$ cat config.mk
export PLATFORM = sky130hd
export DESIGN_NAME = adder_accum_seq
export DESIGN_NICKNAME = d
export VERILOG_FILES = /design/src/rtl/adder_accum_seq.sv
export SDC_FILE = /design/constraint.sdc
export NUM_CORES = 1
export LEC_CHECK = 0
export CAP_MARGIN = 25
export CORE_MARGIN = 2
export CORE_UTILIZATION = 40
export DETAILED_ROUTE_END_ITERATION = 12
export GPL_TIMING_DRIVEN = 0
export PLACE_DENSITY = 0.64
export SYNTH_ARGS = -nofsm -noshare
export SYNTH_HDL_FRONTEND = slang
export SYNTH_SLANG_ARGS = --single-unit
export TNS_END_PERCENT = 5
$ cat constraint.sdc
create_clock -name clk -period 4.7 [get_ports clk]
set_input_delay 1.41 -clock clk [delete_from_list [all_inputs] [get_ports clk]]
set_output_delay 1.41 -clock clk [all_outputs]
set_load 0.005 [all_outputs]
$ cat src/rtl/adder_accum_seq.sv
// Signed running sum of N_TERMS byte operands (add or subtract each) built on one
// shared 8-bit ripple adder. Each operand takes a low-byte pass, then a high-byte pass.
//
// state | meaning
// IDLE  | waiting for an operand; in_ready high
// LOW   | low byte: acc[7:0] +/- operand, carry captured
// HIGH  | high byte: sign extension plus carry into acc[15:8], term counted
// DONE  | result presented on out_data until out_ready
module adder_accum_seq #(
    parameter int N_TERMS = 9,
    parameter int APPROX  = 0
) (
    input  logic        clk,
    input  logic        rst_n,
    input  logic        clr,
    input  logic        in_valid,
    output logic        in_ready,
    input  logic [7:0]  in_data,
    input  logic        in_sub,
    output logic        out_valid,
    input  logic        out_ready,
    output logic [15:0] out_data,
    output logic        busy
);
    typedef enum logic [1:0] {IDLE, LOW, HIGH, DONE} state_t;

    localparam logic [8:0] LAST_COUNT = 9'(N_TERMS);

    state_t      state;
    logic [15:0] acc;
    logic [7:0]  count;
    logic        carry;
    logic [7:0]  op;
    logic        sub;

    logic [7:0]  add_a, add_b, add_s;
    logic        add_cin, add_cout, approx_en;
    logic [8:0]  rc;
    logic [8:0]  count_inc;

    assign count_inc = {1'b0, count} + 9'd1;
    assign approx_en = (APPROX != 0) && (state == LOW);

    always_comb begin
        add_a   = acc[7:0];
        add_b   = sub ? ~op : op;
        add_cin = sub;
        if (state == HIGH) begin
            add_a   = acc[15:8];
            add_b   = {8{sub}};
            add_cin = carry;
        end
    end

    // The one adder shared by both passes. Bits 6..7 can switch to an approximate
    // cell (sum = b ^ cin, carry-out = a) during the low-byte pass only.
    assign rc[0] = add_cin;
    for (genvar i = 0; i < 8; i++) begin : g_rca
        logic s_ex, c_ex;
        assign s_ex = add_a[i] ^ add_b[i] ^ rc[i];
        assign c_ex = (add_a[i] & add_b[i]) | (add_a[i] & rc[i]) | (add_b[i] & rc[i]);
        if (i >= 6) begin : g_ap
            logic s_ap, c_ap;
            assign s_ap      = add_b[i] ^ rc[i];
            assign c_ap      = add_a[i];
            assign add_s[i]  = approx_en ? s_ap : s_ex;
            assign rc[i+1]   = approx_en ? c_ap : c_ex;
        end else begin : g_ex
            assign add_s[i]  = s_ex;
            assign rc[i+1]   = c_ex;
        end
    end
    assign add_cout = rc[8];

    assign out_data = acc;

    always_ff @(posedge clk or negedge rst_n) begin
        if (!rst_n) begin
            state     <= IDLE;
            acc       <= 16'h0000;
            count     <= 8'd0;
            carry     <= 1'b0;
            op        <= 8'd0;
            sub       <= 1'b0;
            in_ready  <= 1'b0;
            out_valid <= 1'b0;
            busy      <= 1'b0;
        end else if (clr) begin
            state     <= IDLE;
            acc       <= 16'h0000;
            count     <= 8'd0;
            carry     <= 1'b0;
            in_ready  <= 1'b1;
            out_valid <= 1'b0;
            busy      <= 1'b0;
        end else begin
            case (state)
                IDLE: begin
                    if (in_valid && in_ready) begin
                        op       <= in_data;
                        sub      <= in_sub;
                        state    <= LOW;
                        in_ready <= 1'b0;
                        busy     <= 1'b1;
                    end else begin
                        in_ready <= 1'b1;
                    end
                end
                LOW: begin
                    acc[7:0] <= add_s;
                    carry    <= add_cout;
                    state    <= HIGH;
                end
                HIGH: begin
                    acc[15:8] <= add_s;
                    count     <= count_inc[7:0];
                    if (count_inc == LAST_COUNT) begin
                        state     <= DONE;
                        out_valid <= 1'b1;
                    end else begin
                        state    <= IDLE;
                        in_ready <= 1'b1;
                        busy     <= 1'b0;
                    end
                end
                DONE: begin
                    if (out_ready) begin
                        acc       <= 16'h0000;
                        count     <= 8'd0;
                        state     <= IDLE;
                        out_valid <= 1'b0;
                        busy      <= 1'b0;
                        in_ready  <= 1'b1;
                    end
                end
                default: state <= IDLE;
            endcase
        end
    end
endmodule

=== Word-level counts from Yosys, hierarchy flattened ===
Cells that the tools add are included.

* Latch bits: 0
* Input bits: 14
* RAM bits: 0
* Output and inout port bits: 19
* Register bits after elaboration: 39
* Memories: 0
* ROM bits: 0
* Logic and storage cells: 121

* Add/subtract/negate cells: 1
* Shift-type cells: 0
* Reduce and logical (&&, ||, !) cells: 13
* Bitwise operators: 58
* Mux-type cells: 31
* Multiply operators: 0
* Eq/ne operators: 8
* $lt $le $gt $ge: 0
* Div/mod/pow operators: 0

{| class="wikitable"
|+ Operator list
! operator !! count
|-
| $pmux W8 S2 || 3
|-
| $mux W8 || 5
|-
| $mux W16 || 2
|-
| $and A1 B1 Y1 || 24
|-
| $or A1 B1 Y1 || 16
|-
| $xor A1 B1 Y1 || 16
|-
| $mux W1 || 13
|-
| $add A8 B1 Y9 const B || 1
|-
| $eq A9 B4 Y1 const B || 1
|-
| $ne A3 B3 Y1 const B || 3
|-
| $reduce_and A3 Y1 || 3
|-
| $mux W2 || 4
|-
| $not A8 Y8 || 1
|-
| $pmux W2 S4 || 1
|-
| $pmux W1 S3 || 2
|-
| $reduce_and A2 Y1 || 3
|-
| $reduce_bool A3 Y1 || 2
|-
| $eq A2 B2 Y1 const B || 2
|-
| $reduce_and A4 Y1 || 1
|-
| $reduce_bool A4 Y1 || 1
|-
| $ne A3 B2 Y1 const B || 1
|-
| $eq A2 B1 Y1 const B || 1
|-
| $logic_not A2 Y1 || 1
|-
| $pmux W1 S2 || 1
|-
| other kinds (3) || 3
|}

=== Logic depth before layout (Yosys ltp) ===
Gate-level depths: netlist of the first run.

* Word-level depth: 29
* Mapped depth: 18
* Depth with buffers taken out: 16

=== Least setup slack after synthesis of the first run ===
OpenSTA, ideal clock, no wires.

* Path kind: register to register
* From: register state[0]
* To: register acc[7], in the netlist out_data[7]
* Required time: 4.636 ns
* Setup time: 0.064 ns
* Setup slack: 0.358 ns
* Path buffers: 3
* Arrival time: 4.278 ns
* Cell stages (with the launch flop): 19
* Period minus slack after synthesis: 4.342 ns
* Cells stage by stage: dfrtp_1 -> inv_1 -> ha_1 -> clkbuf_1 -> buf_2 -> buf_2 -> mux2i_1 -> fa_1 -> fa_1 -> inv_1 -> fa_1 -> fa_1 -> fa_1 -> fa_1 -> inv_1 -> fa_1 -> fa_1 -> nor2_1 -> mux2_2

* Cells in the longest elaborated chain, start to end: 26
* Elaborated cells between the ends (all ways): 48
* Classes of those cells: eq/ne: 4; mux: 5; bitwise: 37; reduce/logical: 2

{| class="wikitable"
|+ RTL lines
! element !! RTL line !! RTL
|-
| start, declared || 29 || <nowiki>state_t state;</nowiki>
|-
| start signal, assigned || 79 || <nowiki>state <= IDLE;</nowiki>
|-
| start signal, assigned || 89 || <nowiki>state <= IDLE;</nowiki>
|-
| start signal, assigned || 102 || <nowiki>state <= LOW;</nowiki>
|-
| $eq A2 B2 Y1 || 48 || <nowiki>if (state == HIGH) begin</nowiki>
|-
| $mux W8 / $mux W1 (equally long branches) || 48 ||
|-
| $and A1 B1 Y1 || 61 || <nowiki>assign c_ex = (add_a[i] & add_b[i]) | (add_a[i] & rc[i]) | (add_b[i] & rc[i]);</nowiki>
|-
| $or A1 B1 Y1 (2 in series) || 61 ||
|-
| $and A1 B1 Y1 || 61 ||
|-
| $or A1 B1 Y1 (2 in series) || 61 ||
|-
| $and A1 B1 Y1 || 61 ||
|-
| $or A1 B1 Y1 (2 in series) || 61 ||
|-
| [4 not listed] || -- ||
|-
| $or A1 B1 Y1 (2 in series) || 61 ||
|-
| $and A1 B1 Y1 || 61 ||
|-
| $or A1 B1 Y1 (2 in series) || 61 ||
|-
| $and A1 B1 Y1 || 61 ||
|-
| $or A1 B1 Y1 (2 in series) || 61 ||
|-
| $xor A1 B1 Y1 || 60 || <nowiki>assign s_ex = add_a[i] ^ add_b[i] ^ rc[i];</nowiki>
|-
| $pmux W8 S2 || 97 || <nowiki>case (state)</nowiki>
|-
| $mux W16 || 88 || <nowiki>end else if (clr) begin</nowiki>
|-
| end signal, assigned || 110 || <nowiki>acc[7:0] <= add_s;</nowiki>
|-
| end, declared || 30 || <nowiki>logic [15:0] acc;</nowiki>
|}

Parallel ways exist; a longest one is shown, timed or not.
A chain may end at the register's enable or synchronous reset.

=== Worst setup path after layout of the first run ===
Same ends and word-level chain as after synthesis.

==> results.md, run 1 <==
* Worst ir drop on vdd at 0.281 mV
* CP max FO at 10
* Largest family of logic cells by synthesized area: simple AND/OR/NAND/NOR gates
* Post-Syn Area per Cell at 10.3 um2
* Clock sink count at 39
* Drt total wl at 4.46 mm
* Worst Setup Start Kind: flop
* Diode count at 0
* Buf+Inv Stages, Crit Path at 5
* Cells after synthesis at 224
* I/O Buffers at 31
* Post-Synth Adder-Cell Area at 0.108
* Fill count at 538
* Die footprint at 6380 um2
* Compound-Gate Fraction of Synth Area at 0.115
* R2R Setup Slk at 280 ps
* Overall routing resource usage at 0.156
* Largest cells by area after synthesis: dfrtp_1 (42%), mux2_2 (8.3%), fa_1 (7.0%)
* Setup crit start: state[0]
* Period utilization at 0.940
* Ys flop type: dfrtp_1
* Cell repeated most along the worst path: fa_1
* Post-synth ARST share at 1.00
* Initial antenna violation count at 0
* Clk_lat worst skew at 300 ps
* H-tree depth at 2
* Hold Path Class: flop to flop
* Global-route wire length before repair at 7.69 mm
* CTS Hold Bufs at 0
* Dpl cells at 327
* Final setup fails at 0
* Tmin final at 4420 ps
* CP Capture Type: flop
* CP Class: flop to flop
* Fmax achieved at 226 MHz
* Max Clock Skew at 6.20 ps
* Critical path, cell by cell: inv_2 -> ha_4 -> clkbuf_4 -> buf_4 -> mux2i_1 -> fa_1 -> fa_1 -> inv_1 -> fa_1 -> fa_1 -> fa_1 -> fa_1 -> inv_1 -> fa_1 -> fa_1 -> nor2_1 -> mux2_2
* Worst Tran Pin Value at 870 ps
* Post-Layout Cell Count at 334
* Final Hold Viols at 0
* Largest area contributor in the netlist: dfrtp_1
* DR iter-0 viols at 80
* FP Rows at 27
* Sequential share of the synthesized area at 0.424
* Reg clk slew, reported paths at 80 ps
* Vias per inst at 5.00
* Yosys top cell area share at 0.424
* Top-count cell post-synth: dfrtp_1
* Simple-gate area share of the yosys netlist at 0.153
* Core ar. at 5540 um2
* Crit-path slowest cell: dfrtp_1
* CP top delay family: adder cells
* Yosys reg bits at 39
* Avg WL per Cell at 13.3 um
* Syn Std Cell Area at 2300 um2
* Die width at 79.9 um
* DRC at 0
* Synth cell count leaders: dfrtp_1 (39), o21ai_0 (25), nand2_1 (23)
* Num ports at 33
* Syn Nets at 253
* DRT antenna net count at 0
* Final Power at 1.68 mW
* Hold Startpoint: op[7]
* Max-cap violations at 0
* Worst Path Required at 4950 ps
* Hpwl dp at 3.23 mm
* CTS tree: yes
* Vias at 1671
* Nets at 290
* First-pass detailed-route iteration total at 4
* Reg-to-reg startpoint: state[0]
* Clock Path Buffers at 2
* Leak Pwr at 1.19 nW
* Power Density at 601 nW/um2
* Pin count of the biggest net entering global routing at 40
* Max incr delay on CP at 430 ps
* Max-slew violation count at 0
* Die outline height at 79.9 um
* Number of flops mapped to enable cells by yosys at 0
* Status: complete, no violations
* Vias in the first global route at 1578
* Area grow syn2layout at 21.6%
* Multiplexer area fraction after synthesis at 0.127
* Yosys Warn Count at 0
* XOR/XNOR Fraction of Synth Area at 0.0342
* Final Wtd Congestion at 0.783
* TritonCTS buffer count at 5
* Initial cell density of the core at 0.416
* CTS root buffer: clkbuf_8
* Critical Path AT at 4660 ps
* Distinct cells, synth at 39
* Worst rel slew slack at 0.420
* Global route overflow at 0
* Share of layout cells above drive strength 1 at 0.168
## flip-flops by register name, indices dropped and copies added, names as in the netlist
register / cells
busy: 1
count: 8
op: 8
in_ready: 1
state: 2
sub: 1
carry: 1
out_valid: 1
out_data: 16
## routing by layer
| layer | share of wire | wire [um] | up-vias | track usage |
|---|---|---|---|---|
| li1 | - | - | 835 | - |
| met1 | 0.49 | 2180 | 795 | 0.222 |
| met2 | 0.45 | 2020 | 35 | 0.235 |
| met3 | 0.042 | 188 | 6 | 0.0351 |
| met4 | 0.015 | 69 | 0 | 0.0508 |
| met5 | 0 | 0 | - | 0 |
## through the flow
step / setup slack (ps) / hold WS [ps] / utilization / TNS, ps / area, um2
2_1_floorplan: 358 / 471 / - / 0 / 2300
3_3_place_gp: -101 / 482 / 0.488 / -202 / 2700
3_5_place_dp: -133 / 485 / 0.487 / -266 / 2700
4_1_cts: 42.3 / 504 / 0.503 / 0 / 2790
5_1_grt: -0.574 / 535 / 0.505 / -0.574 / 2800
6_report: 283 / 501 / 0.505 / 0 / 2800
## worst register-to-register path: stages, from the launching register on
cell and delay [ps]:
dfrtp_1 430, inv_2 120, ha_4 200, clkbuf_4 220, buf_4 190, mux2i_1 230
fa_1 210, fa_1 210, inv_1 60, fa_1 380, fa_1 390, fa_1 390
fa_1 360, inv_1 70, fa_1 180, fa_1 410, nor2_1 150, mux2_2 160
## worst paths after layout
path,end,cells after the start
worst max-delay path,out_data[7],17
worst min-delay path,op[7],1
worst max register to register,out_data[7],17
worst min register to register,op[7],1
max in group asynchronous,op[4],1
min in group asynchronous,count[4],1
## cell usage in the layout (no fill, tap or decap), types with 2 or more instances in the layout
master,count
a21boi_0,2
clkdlybuf4s50_1,30
nand2b_1,6
fa_1,8
buf_4,2
and2_2,3
clkbuf_8,5
nand2_1,23
ha_1,6
dfrtp_1,39
and3_1,2
mux2_2,17
buf_2,4
clkinvlp_4,2
nand4_1,2
a21oi_1,3
mux2_4,2
nand3_1,9
nor2b_1,6
xnor2_1,8
mux2i_1,7
inv_1,13
nor2_1,15
o21ai_0,25
o31ai_1,2
## cells by family (layout without fill, tap and decap cells)
group / after synthesis / in the layout
compound gates: 42 / 42
simple gates: 71 / 71
xor+xnor: 9 / 9
flops: 39 / 39
mux: 26 / 26
buf+inv: 22 / 60
fa+ha+maj: 15 / 15
## power by group
part	internal (mW)	switching [mW]	total (mW)
logic	0.487	0.427	0.914
registers	0.455	0.0792	0.534
clock network	0.103	0.130	0.233
total	1.05	0.637	1.68
## cell type report
class	instances	area, um2	area share
multi-input combinational	163	1250	0.445
timing repair buffer	31	305	0.109
sequential	39	976	0.349
inverter	14	52.6	0.0188
buffer	7	41.3	0.0147
clock buffer	5	68.8	0.0246
tap	72	90.1	0.0322
clock inverter	3	20.0	0.00715
## timing repair
item                                    4_1_cts  5_1_grt
resized for setup                             1        5
setup buffers                                 0        0
endpoints found under the setup margin        2        4
Note: power is estimated with default switching activity, not from simulation.
==> run 2: changes to the inputs <==
--- a/config.mk
+++ b/config.mk
@@ -5,6 +5,7 @@
 export SDC_FILE = /design/constraint.sdc
 export NUM_CORES = 1
 export LEC_CHECK = 0
+export ABC_CLOCK_PERIOD_IN_PS = 4700
 export CAP_MARGIN = 25
 export CORE_MARGIN = 2
 export CORE_UTILIZATION = 40
==> results of run 2 <==
Final layout, timing and power as in run 1 (identical DEF).
